**src/rtl/spi_byte_master.sv**
```systemverilog
// Byte-wide SPI master, mode 0, MSB first; MISO byte returned through the R_* handshake.
// Build option SPI_LOOPBACK_EN adds a LOOPBACK input that routes MOSI back into the receive shifter.
module spi_byte_master #(
  parameter int CLK_DIV = 125
) (
  input  logic       CLOCK50,
  input  logic       RESET,
  input  logic       W_STB,
  input  logic [7:0] W_DATA,
  output logic       W_ACK,
  output logic       R_STB,
  output logic [7:0] R_DATA,
  input  logic       R_ACK,
  output logic       MOSI,
  input  logic       MISO,
  output logic       SCLK,
  output logic       BUSY
`ifdef SPI_LOOPBACK_EN
  ,
  input  logic       LOOPBACK
`endif
);

  typedef enum logic [1:0] {
    S_IDLE = 2'd0,
    S_LOW  = 2'd1,
    S_HIGH = 2'd2,
    S_DONE = 2'd3
  } state_t;

  localparam logic [7:0] DIV_RELOAD = 8'(CLK_DIV - 1);

  state_t     state_q, state_d;
  logic [6:0] tx_shift_q, tx_shift_d;
  logic [7:0] rx_shift_q, rx_shift_d;
  logic [2:0] bit_cnt_q, bit_cnt_d;
  logic [7:0] div_cnt_q, div_cnt_d;
  logic       w_ack_q, w_ack_d;
  logic       r_stb_q, r_stb_d;
  logic [7:0] r_data_q, r_data_d;
  logic       mosi_q, mosi_d;
  logic       sclk_q, sclk_d;
  logic       busy_q, busy_d;
  logic       accept_s;
  logic       div_zero_s;
  logic       sample_bit_s;

  // An unread result blocks new requests unless it is being acknowledged this cycle.
  assign accept_s   = (state_q == S_IDLE) && W_STB && (!r_stb_q || R_ACK);
  assign div_zero_s = (div_cnt_q == 8'd0);

`ifdef SPI_LOOPBACK_EN
  logic lb_q, lb_d;
  assign sample_bit_s = lb_q ? mosi_q : MISO;
`else
  assign sample_bit_s = MISO;
`endif

  // State and datapath registers with synchronous reset.
  always_ff @(posedge CLOCK50) begin
    if (RESET) begin
      state_q    <= S_IDLE;
      tx_shift_q <= 7'd0;
      rx_shift_q <= 8'd0;
      bit_cnt_q  <= 3'd0;
      div_cnt_q  <= 8'd0;
      w_ack_q    <= 1'b0;
      r_stb_q    <= 1'b0;
      r_data_q   <= 8'h00;
      mosi_q     <= 1'b1;
      sclk_q     <= 1'b0;
      busy_q     <= 1'b0;
`ifdef SPI_LOOPBACK_EN
      lb_q       <= 1'b0;
`endif
    end else begin
      state_q    <= state_d;
      tx_shift_q <= tx_shift_d;
      rx_shift_q <= rx_shift_d;
      bit_cnt_q  <= bit_cnt_d;
      div_cnt_q  <= div_cnt_d;
      w_ack_q    <= w_ack_d;
      r_stb_q    <= r_stb_d;
      r_data_q   <= r_data_d;
      mosi_q     <= mosi_d;
      sclk_q     <= sclk_d;
      busy_q     <= busy_d;
`ifdef SPI_LOOPBACK_EN
      lb_q       <= lb_d;
`endif
    end
  end

  // Next-state logic.
  always_comb begin
    state_d = state_q;
    case (state_q)
      S_IDLE: if (accept_s) state_d = S_LOW; else state_d = S_IDLE;
      S_LOW:  if (div_zero_s) state_d = S_HIGH; else state_d = S_LOW;
      S_HIGH: begin
        if (div_zero_s) begin
          if (bit_cnt_q == 3'd7) state_d = S_DONE; else state_d = S_LOW;
        end else begin
          state_d = S_HIGH;
        end
      end
      S_DONE: state_d = S_IDLE;
      default: state_d = S_IDLE;
    endcase
  end

  // Datapath and output next values.
  always_comb begin
    tx_shift_d = tx_shift_q;
    rx_shift_d = rx_shift_q;
    bit_cnt_d  = bit_cnt_q;
    div_cnt_d  = div_cnt_q;
    r_data_d   = r_data_q;
    mosi_d     = mosi_q;
    sclk_d     = sclk_q;
    w_ack_d    = 1'b0;
    busy_d     = (state_d != S_IDLE);
`ifdef SPI_LOOPBACK_EN
    lb_d       = lb_q;
`endif
    if (r_stb_q && R_ACK) r_stb_d = 1'b0; else r_stb_d = r_stb_q;
    case (state_q)
      S_IDLE: begin
        if (accept_s) begin
          tx_shift_d = W_DATA[6:0];
          mosi_d     = W_DATA[7];
          bit_cnt_d  = 3'd0;
          div_cnt_d  = DIV_RELOAD;
          w_ack_d    = 1'b1;
`ifdef SPI_LOOPBACK_EN
          lb_d       = LOOPBACK;
`endif
        end else begin
          w_ack_d = 1'b0;
        end
      end
      S_LOW: begin
        if (div_zero_s) begin
          sclk_d     = 1'b1;
          rx_shift_d = {rx_shift_q[6:0], sample_bit_s};
          div_cnt_d  = DIV_RELOAD;
        end else begin
          div_cnt_d = div_cnt_q - 8'd1;
        end
      end
      S_HIGH: begin
        if (div_zero_s) begin
          sclk_d = 1'b0;
          if (bit_cnt_q == 3'd7) begin
            bit_cnt_d = bit_cnt_q;
          end else begin
            bit_cnt_d  = bit_cnt_q + 3'd1;
            mosi_d     = tx_shift_q[6];
            tx_shift_d = {tx_shift_q[5:0], 1'b0};
            div_cnt_d  = DIV_RELOAD;
          end
        end else begin
          div_cnt_d = div_cnt_q - 8'd1;
        end
      end
      S_DONE: begin
        r_data_d = rx_shift_q;
        r_stb_d  = 1'b1;
        mosi_d   = 1'b1;
      end
      default: begin
        sclk_d = 1'b0;
        mosi_d = 1'b1;
      end
    endcase
  end

  assign W_ACK  = w_ack_q;
  assign R_STB  = r_stb_q;
  assign R_DATA = r_data_q;
  assign MOSI   = mosi_q;
  assign SCLK   = sclk_q;
  assign BUSY   = busy_q;

endmodule
```
**config.mk**
```make
export PLATFORM = sky130hd
export DESIGN_NAME = spi_byte_master
export DESIGN_NICKNAME = d
export VERILOG_FILES = /design/src/rtl/spi_byte_master.sv
export SDC_FILE = /design/constraint.sdc
export NUM_CORES = 1
export LEC_CHECK = 0
export BUFFER_PORTS_ARGS = -buffer_cell sky130_fd_sc_hd__buf_2
export CORE_UTILIZATION = 35
export DETAILED_ROUTE_END_ITERATION = 8
export HOLD_SLACK_MARGIN = 0.06
export PLACE_DENSITY_LB_ADDON = 0.08
export SETUP_SLACK_MARGIN = 0.02
export SLEW_MARGIN = 0
export SYNTH_ARGS = -nofsm -noshare
export SYNTH_HDL_FRONTEND = slang
export SYNTH_SLANG_ARGS = --single-unit
export TNS_END_PERCENT = 10
```
**constraint.sdc**
```tcl
create_clock -name CLOCK50 -period 2.2 [get_ports CLOCK50]
set_clock_uncertainty 0.05 [all_clocks]
set_input_delay 0.44 -clock CLOCK50 [delete_from_list [all_inputs] [get_ports CLOCK50]]
set_output_delay 0.44 -clock CLOCK50 [all_outputs]
set_load 0.01 [all_outputs]
```
==> results of run 1 <==
## metal layers
layer | share of wire (%) | routed length (um)
met5 | 0 | 0
met4 | 0.86 | 38
met3 | 5.0 | 222
met2 | 49 | 2170
met1 | 45 | 1980
## per-stage QoR
stage	hold slack [ns]	utilization [%]	setup slack [ns]	area, um^2
3_3_place_gp	0.416	41.6	0.268	2170
2_1_floorplan	0.398	-	0.313	1930
6_report	0.333	43.4	0.149	2260
5_1_grt	0.372	43.4	0.0328	2260
4_1_cts	0.331	43.3	0.140	2250
3_5_place_dp	0.426	41.6	0.154	2170
## cell type report
cell class	instances	area, um^2	area share, %
timing repair buffer	33	185	8.19
inverter	12	45.0	1.99
sequential	41	821	36.3
multi-input combinational	135	1030	45.7
tap	70	87.6	3.88
clock buffer	6	72.6	3.21
clock inverter	2	15.0	0.664
## worst max-delay path: cells and delay by family, from the launching register on
| kind | cells | cell delay (ns) |
|---|---|---|
| AOI/OAI and AO/OA | 3 | 0.74 |
| and+or+nand+nor | 1 | 0.18 |
| DFF | 1 | 0.33 |
| adders and majority gates | 2 | 0.39 |
| buffers and inverters | 1 | 0.25 |
## layout by cell type, fill, tap and decap left out, types with 2 or more instances in the layout
master	Yosys	routed
a21oi_1	9	9
a31oi_1	3	3
nand2_1	4	4
nor2_1	24	24
nor3_1	4	4
or3_1	2	2
buf_4	1	8
buf_2	3	25
nor2b_1	2	2
a22o_1	3	3
a311oi_1	8	8
nand2b_1	3	3
nand3_1	5	5
clkinvlp_4	0	2
o21ai_0	3	3
mux2_2	2	2
a221oi_1	3	3
inv_1	12	12
a31o_2	2	2
ha_1	8	8
o211ai_1	2	2
and2_1	2	2
mux2i_1	23	23
dfxtp_1	41	41
clkbuf_8	0	5
## worst paths after layout
| kind | startpoint | end | slack [ns] |
|---|---|---|---|
| setup / recovery | bit_cnt_q[0]$_SDFFE_PP0P_ | tx_shift_q[3]$_SDFFE_PP0P_ | 0.15 |
| hold / removal | MISO | rx_shift_q[0]$_SDFFE_PP0P_ | 0.33 |
| setup reg to reg | bit_cnt_q[0]$_SDFFE_PP0P_ | tx_shift_q[3]$_SDFFE_PP0P_ | 0.15 |
| hold reg to reg | SCLK$_SDFFE_PP0P_ | SCLK$_SDFFE_PP0P_ | 0.43 |
## flip-flops by register name (all words and copies together) (netlist names)
| name | cells |
|---|---|
| BUSY | 1 |
| MOSI | 1 |
| R_DATA | 8 |
| R_STB | 1 |
| SCLK | 1 |
| W_ACK | 1 |
| bit_cnt_q | 3 |
| div_cnt_q | 8 |
| rx_shift_q | 8 |
| state_q | 2 |
| tx_shift_q | 7 |
## Yosys cell counts, drive strengths merged, types with 3 or more instances
cell     n
nand3    5
a221oi   4
ha       8
o21ai    5
a22o     3
a31oi    4
dfxtp   41
nor2    25
a311oi   9
clkbuf   4
a21oi    9
nand2    4
buf      5
inv     12
mux2i   23
nor3     4
nand2b   3
## power groups by stage
stage	Combinational, mW	Sequential [mW]	Clock (mW)
5_1_grt	0.330	0.838	0.556
6_report	0.295	0.831	0.497
3_5_place_dp	0.293	0.845	0
4_1_cts	0.295	0.829	0.513
2_1_floorplan	0.215	0.839	0
3_3_place_gp	0.287	0.844	0
## cells by family after synthesis
kind of cell             Yosys count  synth area share [%]
multiplexers                      25                  13.1
buffers and inverters             21                  4.46
AND/OR/NAND/NOR                   56                  15.5
flip-flops                        41                  42.4
AO/OA/AOI/OAI                     46                  19.3
adder cells (fa/ha/maj)            8                  5.17
==> metrics, run 1 <==
Syn Std Cell Area=1930 um^2; vias in the first global route=1643; GR peak layer=met2; GR Util met2=between 20% and 30%; vias=between 1500 and 2000; total gr overflow=0; count of cell types in the netlist=48; Peak VDD IR=0.336 mV; First DRT Iteration DRCs=53; area leader, netlist=dfxtp_1; setup violators final=0; DRC=0; Hold/Removal Path Class=primary input to flip-flop; Worst setup EP type=flip-flop; synthesis warning total=0; Final Power=approximately 1.6 mW; cells along the critical path=ha_1 > ha_1 > and2_1 > a311oi_2 > buf_4 > a21oi_1 > a311oi_1; Fill cells=538; Total GRT Usage=around 17%; EDFF count, synth=0; Top Ports=26; Vias/cell=~5.2; Least-Margin Pin Slew=slightly above 0.4 ns; NumNets Final=249; crit-path max FO=12; part of the power in registers=between 50 and 60%; pwr/cell area=718 nW/um^2; Post-Layout Cell Count=299; largest cells by area after synthesis=dfxtp_1 42%, mux2i_1 12%, ha_1 5.2%, nor2_1 4.7%, a311oi_1 3.6%; # H-tree levels=2; critical path data arrival time=2.19 ns; Sw Ratio=30.0%; HPWL after detailed placement=between 3000 and 4000 um; CTS sink cnt=41; Final Hold Viols=0; Post-DRT Antenna Nets=0; Internal Power=1.14 mW; Clock Latency Late Sink=0.30 ns; Max Slew Vio Count=0; Worst EP required=2.34 ns; post-CTS resize count=0; NetSw=0.487 mW; Post-CTS Setup Inserts=0; Root Driver=clkbuf_8; core area=5200 um^2; Routability Congestion=a little under 0.8; M1 GR Usage=18.7%; die width=76.3 um; leakage dissipation=approximately 0.93 nW; Max Fclk=0.487 GHz; syn_area_per_cell=9.82 um^2; first drt pass iteration count=4; setup TNS=0 ns; post-layout min period=~2.1 ns; drt total wl=about 4400 um; DR WL/cell=between 10 and 15 um; crit path kind=flip-flop to flip-flop; outcome=complete, no violations; layout cells sized above 1=around a quarter; area of the die=5830 um^2; global-route wire length before repair=7540 um; period utilisation layout=93.2%; worst hold path depth=3; initial antenna violation count=0; combinational power share=18.2%; Post-Syn Instances=about 200; cts bufs inserted=5; Synth Net Count=218; CTS tree=done; startpoint types=flip-flop; max cap viols=0; Clock power frac=30.6%; CP dominant cell by count=ha_1; peak per-stage delay on the critical path=around 0.36 ns; area grow syn2layout=16.8%; Rows=26; Synth top area share=42.4%; largest net degree at the start of global routing=30; FF+latch count, synth=41; Hold Buf Count CTS=0; # port buffers=25; slowest stage cell on the critical path=a311oi_2; CTS clock-pin slew for the worst setup and hold paths=0.08 ns; number of diodes=0; Initial Util=a little under two fifths; Post-synth ARST share=0%; CTS Buffer Depth=2; RSZ-0062 raised after global routing=false; slew margin rel.=just over 70%; Die Y=76.3 um; placed cells=291; GR Util met3=5.87%; ys flop type=dfxtp_1; register area share after synthesis=42.4%; Worst R2R Path Depth=7
(Power assumes the default switching activity.)
==> run 2, diff against run 1 <==
--- a/config.mk
+++ b/config.mk
@@ -6,4 +6,5 @@
 export NUM_CORES = 1
 export LEC_CHECK = 0
+export ABC_AREA = 1
 export BUFFER_PORTS_ARGS = -buffer_cell sky130_fd_sc_hd__buf_2
 export CORE_UTILIZATION = 35
--- a/constraint.sdc
+++ b/constraint.sdc
@@ -3,3 +3,3 @@
 set_input_delay 0.44 -clock CLOCK50 [delete_from_list [all_inputs] [get_ports CLOCK50]]
 set_output_delay 0.44 -clock CLOCK50 [all_outputs]
-set_load 0.01 [all_outputs]
+set_load 0.1 [all_outputs]
==> metrics, run 2 <==
pwr/cell area=860 nW/um^2 (+20%); count of cell types in the netlist=30 (-38%); crit-path max FO=10 (-2); die width=76.3 um (about the same); number of diodes=0 (unchanged); Root Driver=clkbuf_8; max cap viols=0 (unchanged); most frequent cells in the layout=55 x nand2_1, 43 x nor2_1, 41 x dfxtp_1; worst hold start=MISO; flop2flop setup slack=0.43 ns (+0.28 ns); worst hold path depth=3 (unchanged); area leader, netlist=dfxtp_1; Fill cells=570 (+5.9%); Post-synth ARST share=0% (unchanged); leakage dissipation=1.06 nW (+14%); top-count cell post-synth=nand2_1; area grow syn2layout=16.8% (about the same); Worst EP required=2.33 ns (about the same); # port buffers=25 (unchanged); vias in the first global route=1684 (+2.5%); Post-Syn Instances=264 (+34%); Post-CTS Setup Inserts=0 (unchanged); Least-Margin Pin Slew=0.579 ns (+0.167 ns); DRC=0 (unchanged); ys flop type=dfxtp_1; Top Ports=26 (unchanged); Clock Latency Late Sink=0.29 ns (about the same); Max Slew Vio Count=0 (unchanged); post-CTS resize count=0 (unchanged); syn_area_per_cell=7.32 um^2 (-25%); NetSw=0.630 mW (+29%); Max Fclk=0.566 GHz (+16%); startpoint types=flip-flop; Sw Ratio=32.5% (+2.4 points); NumNets Final=314 (+26%); CP Launch Point=state_q[0]$_SDFF_PP0_; Initial Util=37.1% (about the same); area of the die=5820 um^2 (about the same); critical path data arrival time=1.89 ns (-0.30 ns); CTS clock-pin slew for the worst setup and hold paths=0.09 ns (about the same); combinational power share=23.4% (+5.2 points); CTS Buffer Depth=2 (unchanged); HPWL after detailed placement=3010 um (-7.9%); post-layout min period=1.77 ns (-0.284 ns); register area share after synthesis=42.5% (about the same); RSZ-0062 raised after global routing=false; Rows=26 (unchanged); part of the power in registers=43.5% (-7.7 points); most frequent cells after synthesis=55 x nand2_1, 43 x nor2_1, 41 x dfxtp_1; outcome=complete, no violations; CTS tree=done; Internal Power=1.31 mW (+15%); Final Hold Viols=0 (unchanged); CTS sink cnt=41 (unchanged); vias=1704 (+9.7%); slew margin rel.=61.4% (-11 points); Peak VDD IR=0.315 mV (-6.3%); peak per-stage delay on the critical path=0.34 ns (-0.02 ns); drt total wl=4240 um (-3.8%); synthesis warning total=0 (unchanged); Synth Net Count=285 (+31%); First DRT Iteration DRCs=72 (+36%); DR WL/cell=11.7 um (-21%); Worst R2R Path Depth=11 (+4); layout cells sized above 1=20.7% (-2.8 points); crit path kind=flip-flop to flip-flop; EDFF count, synth=0 (unchanged); # H-tree levels=2 (unchanged); setup TNS=0 ns (unchanged); Hold/Removal Path Class=primary input to flip-flop; Clock power frac=33.2% (+2.6 points); period utilisation layout=80.3% (-13 points); slowest stage cell on the critical path=dfxtp_1; Post-DRT Antenna Nets=0 (unchanged); Syn Std Cell Area=1930 um^2 (about the same); worst path bufs/invs=3 (+2); pre-CTS setup slack=0.445 ns (+0.291 ns); commonest non-fill, non-tap cell in the layout=nand2_1; Worst setup EP type=flip-flop; largest cells by area after synthesis=dfxtp_1 42%, nand2_1 11%, nor2_1 8.3%, o21ai_0 6.5%, ha_1 5.2%; Worst path top cell family by delay=simple AND/OR/NAND/NOR gates; cts bufs inserted=5 (unchanged); CP dominant cell by count=nand2_1; Synth top area share=42.5% (about the same); end of the worst register-to-register path=tx_shift_q[4]$_SDFFE_PP0P_; PnR worst setup slack=0.432 ns (+0.284 ns); Total GRT Usage=16.3% (-0.30 points); global-route wire length before repair=7630 um (+1.2%); Vias/cell=4.68 (-9.9%); largest net degree at the start of global routing=22 (-27%); initial antenna violation count=0 (unchanged); setup violators final=0 (unchanged); total gr overflow=0 (unchanged); core area=5200 um^2 (unchanged); cells along the critical path=inv_1 > ha_1 > nand2_1 > inv_1 > nand2_2 > nand2_1 > inv_2 > a21oi_4 > nand2_4 > nand2_1 > a21oi_1; FF+latch count, synth=41 (unchanged); Final Power=1.94 mW (+20%); Hold Buf Count CTS=0 (unchanged); Hold Path End=rx_shift_q[0]$_SDFFE_PP0P_; Die Y=76.3 um (about the same); Routability Congestion=0.757 (-4.3%); worst r2r src=state_q[0]$_SDFF_PP0_; first drt pass iteration count=4 (unchanged)
run 2: cell types whose count changed after synthesis, sizes merged, moves of 9 or more:
| cell | previous run | this run |
|---|---|---|
| nor2 | 25 | 47 |
| a21oi | 9 | 21 |
| mux2i | 23 | 0 |
| o21ai | 5 | 30 |
| nand3 | 5 | 17 |
| inv | 12 | 21 |
| a311oi | 9 | 0 |
| nand2 | 4 | 63 |
run 2: final cells by class:
| class | count | area [um^2] | share of cell area (%) |
|---|---|---|---|
| clock buffers | 6 | 82.6 | 3.66 |
| clock inverters | 2 | 37.5 | 1.66 |
| inverters | 23 | 90.1 | 3.99 |
| multi-input cells | 193 | 983 | 43.6 |
| flip-flops and latches | 41 | 821 | 36.4 |
| well taps | 70 | 87.6 | 3.88 |
| repair buffers | 29 | 155 | 6.87 |
run 2: worst max-delay path by stage:
| stage | to | slack (ns) | depth (start not counted) |
|---|---|---|---|
| after floorplan | div_cnt_q[1]$_SDFFE_PP0P_ | 0.35 | 7 |
| after global placement | bit_cnt_q[2]$_SDFFE_PP0P_ | 0.43 | 11 |
| after detailed placement | tx_shift_q[4]$_SDFFE_PP0P_ | 0.45 | 11 |
| after CTS | tx_shift_q[4]$_SDFFE_PP0P_ | 0.42 | 11 |
| after global routing | tx_shift_q[6]$_SDFFE_PP0P_ | 0.20 | 11 |
| final | tx_shift_q[4]$_SDFFE_PP0P_ | 0.43 | 11 |
run 2: routing by layer:
metal / track usage, % / vias up / share of wire (%)
met4: 4.04 / 0 / 0.50
li1: - / 902 / -
met2: 25.5 / 20 / 43
met3: 3.83 / 2 / 3.9
met5: 0 / - / 0
met1: 22.4 / 780 / 52
run 2: kinds of logic after synthesis:
family / Yosys count / synth area share (%)
xor gates and xnor gates: 1 / 0.453
buffers and inverters: 30 / 6.67
and+or+nand+nor: 132 / 30.7
adders and majority gates: 8 / 5.18
DFF: 41 / 42.5
AOI/OAI and AO/OA: 52 / 14.6
run 2: worst reg2reg max path, cell delays in order, from the launching register on:
cell     delay, ns
dfxtp_1       0.34
inv_1         0.10
ha_1          0.25
nand2_1       0.07
inv_1         0.06
nand2_2       0.08
nand2_1       0.08
inv_2         0.05
a21oi_4       0.26
nand2_4       0.15
nand2_1       0.09
a21oi_1       0.06
run 2: metrics by stage:
step                cells  cell area (um^2)  hold WS, ns  util (%)
floorplan             264              1930        0.391         -
global placement      356              2140        0.403      41.1
detailed placement    356              2140        0.405      41.1
CTS                   364              2260        0.344      43.4
global route          364              2260        0.355      43.4
finish                364              2260        0.349      43.4
run 2: power by group through the flow:
stage | sequential [mW] | combinational (mW) | clock, mW
global placement | 0.862 | 0.459 | 0
detailed placement | 0.861 | 0.455 | 0
CTS | 0.844 | 0.457 | 0.654
finish | 0.843 | 0.454 | 0.643
floorplan | 0.913 | 0.310 | 0
global route | 0.853 | 0.514 | 0.693
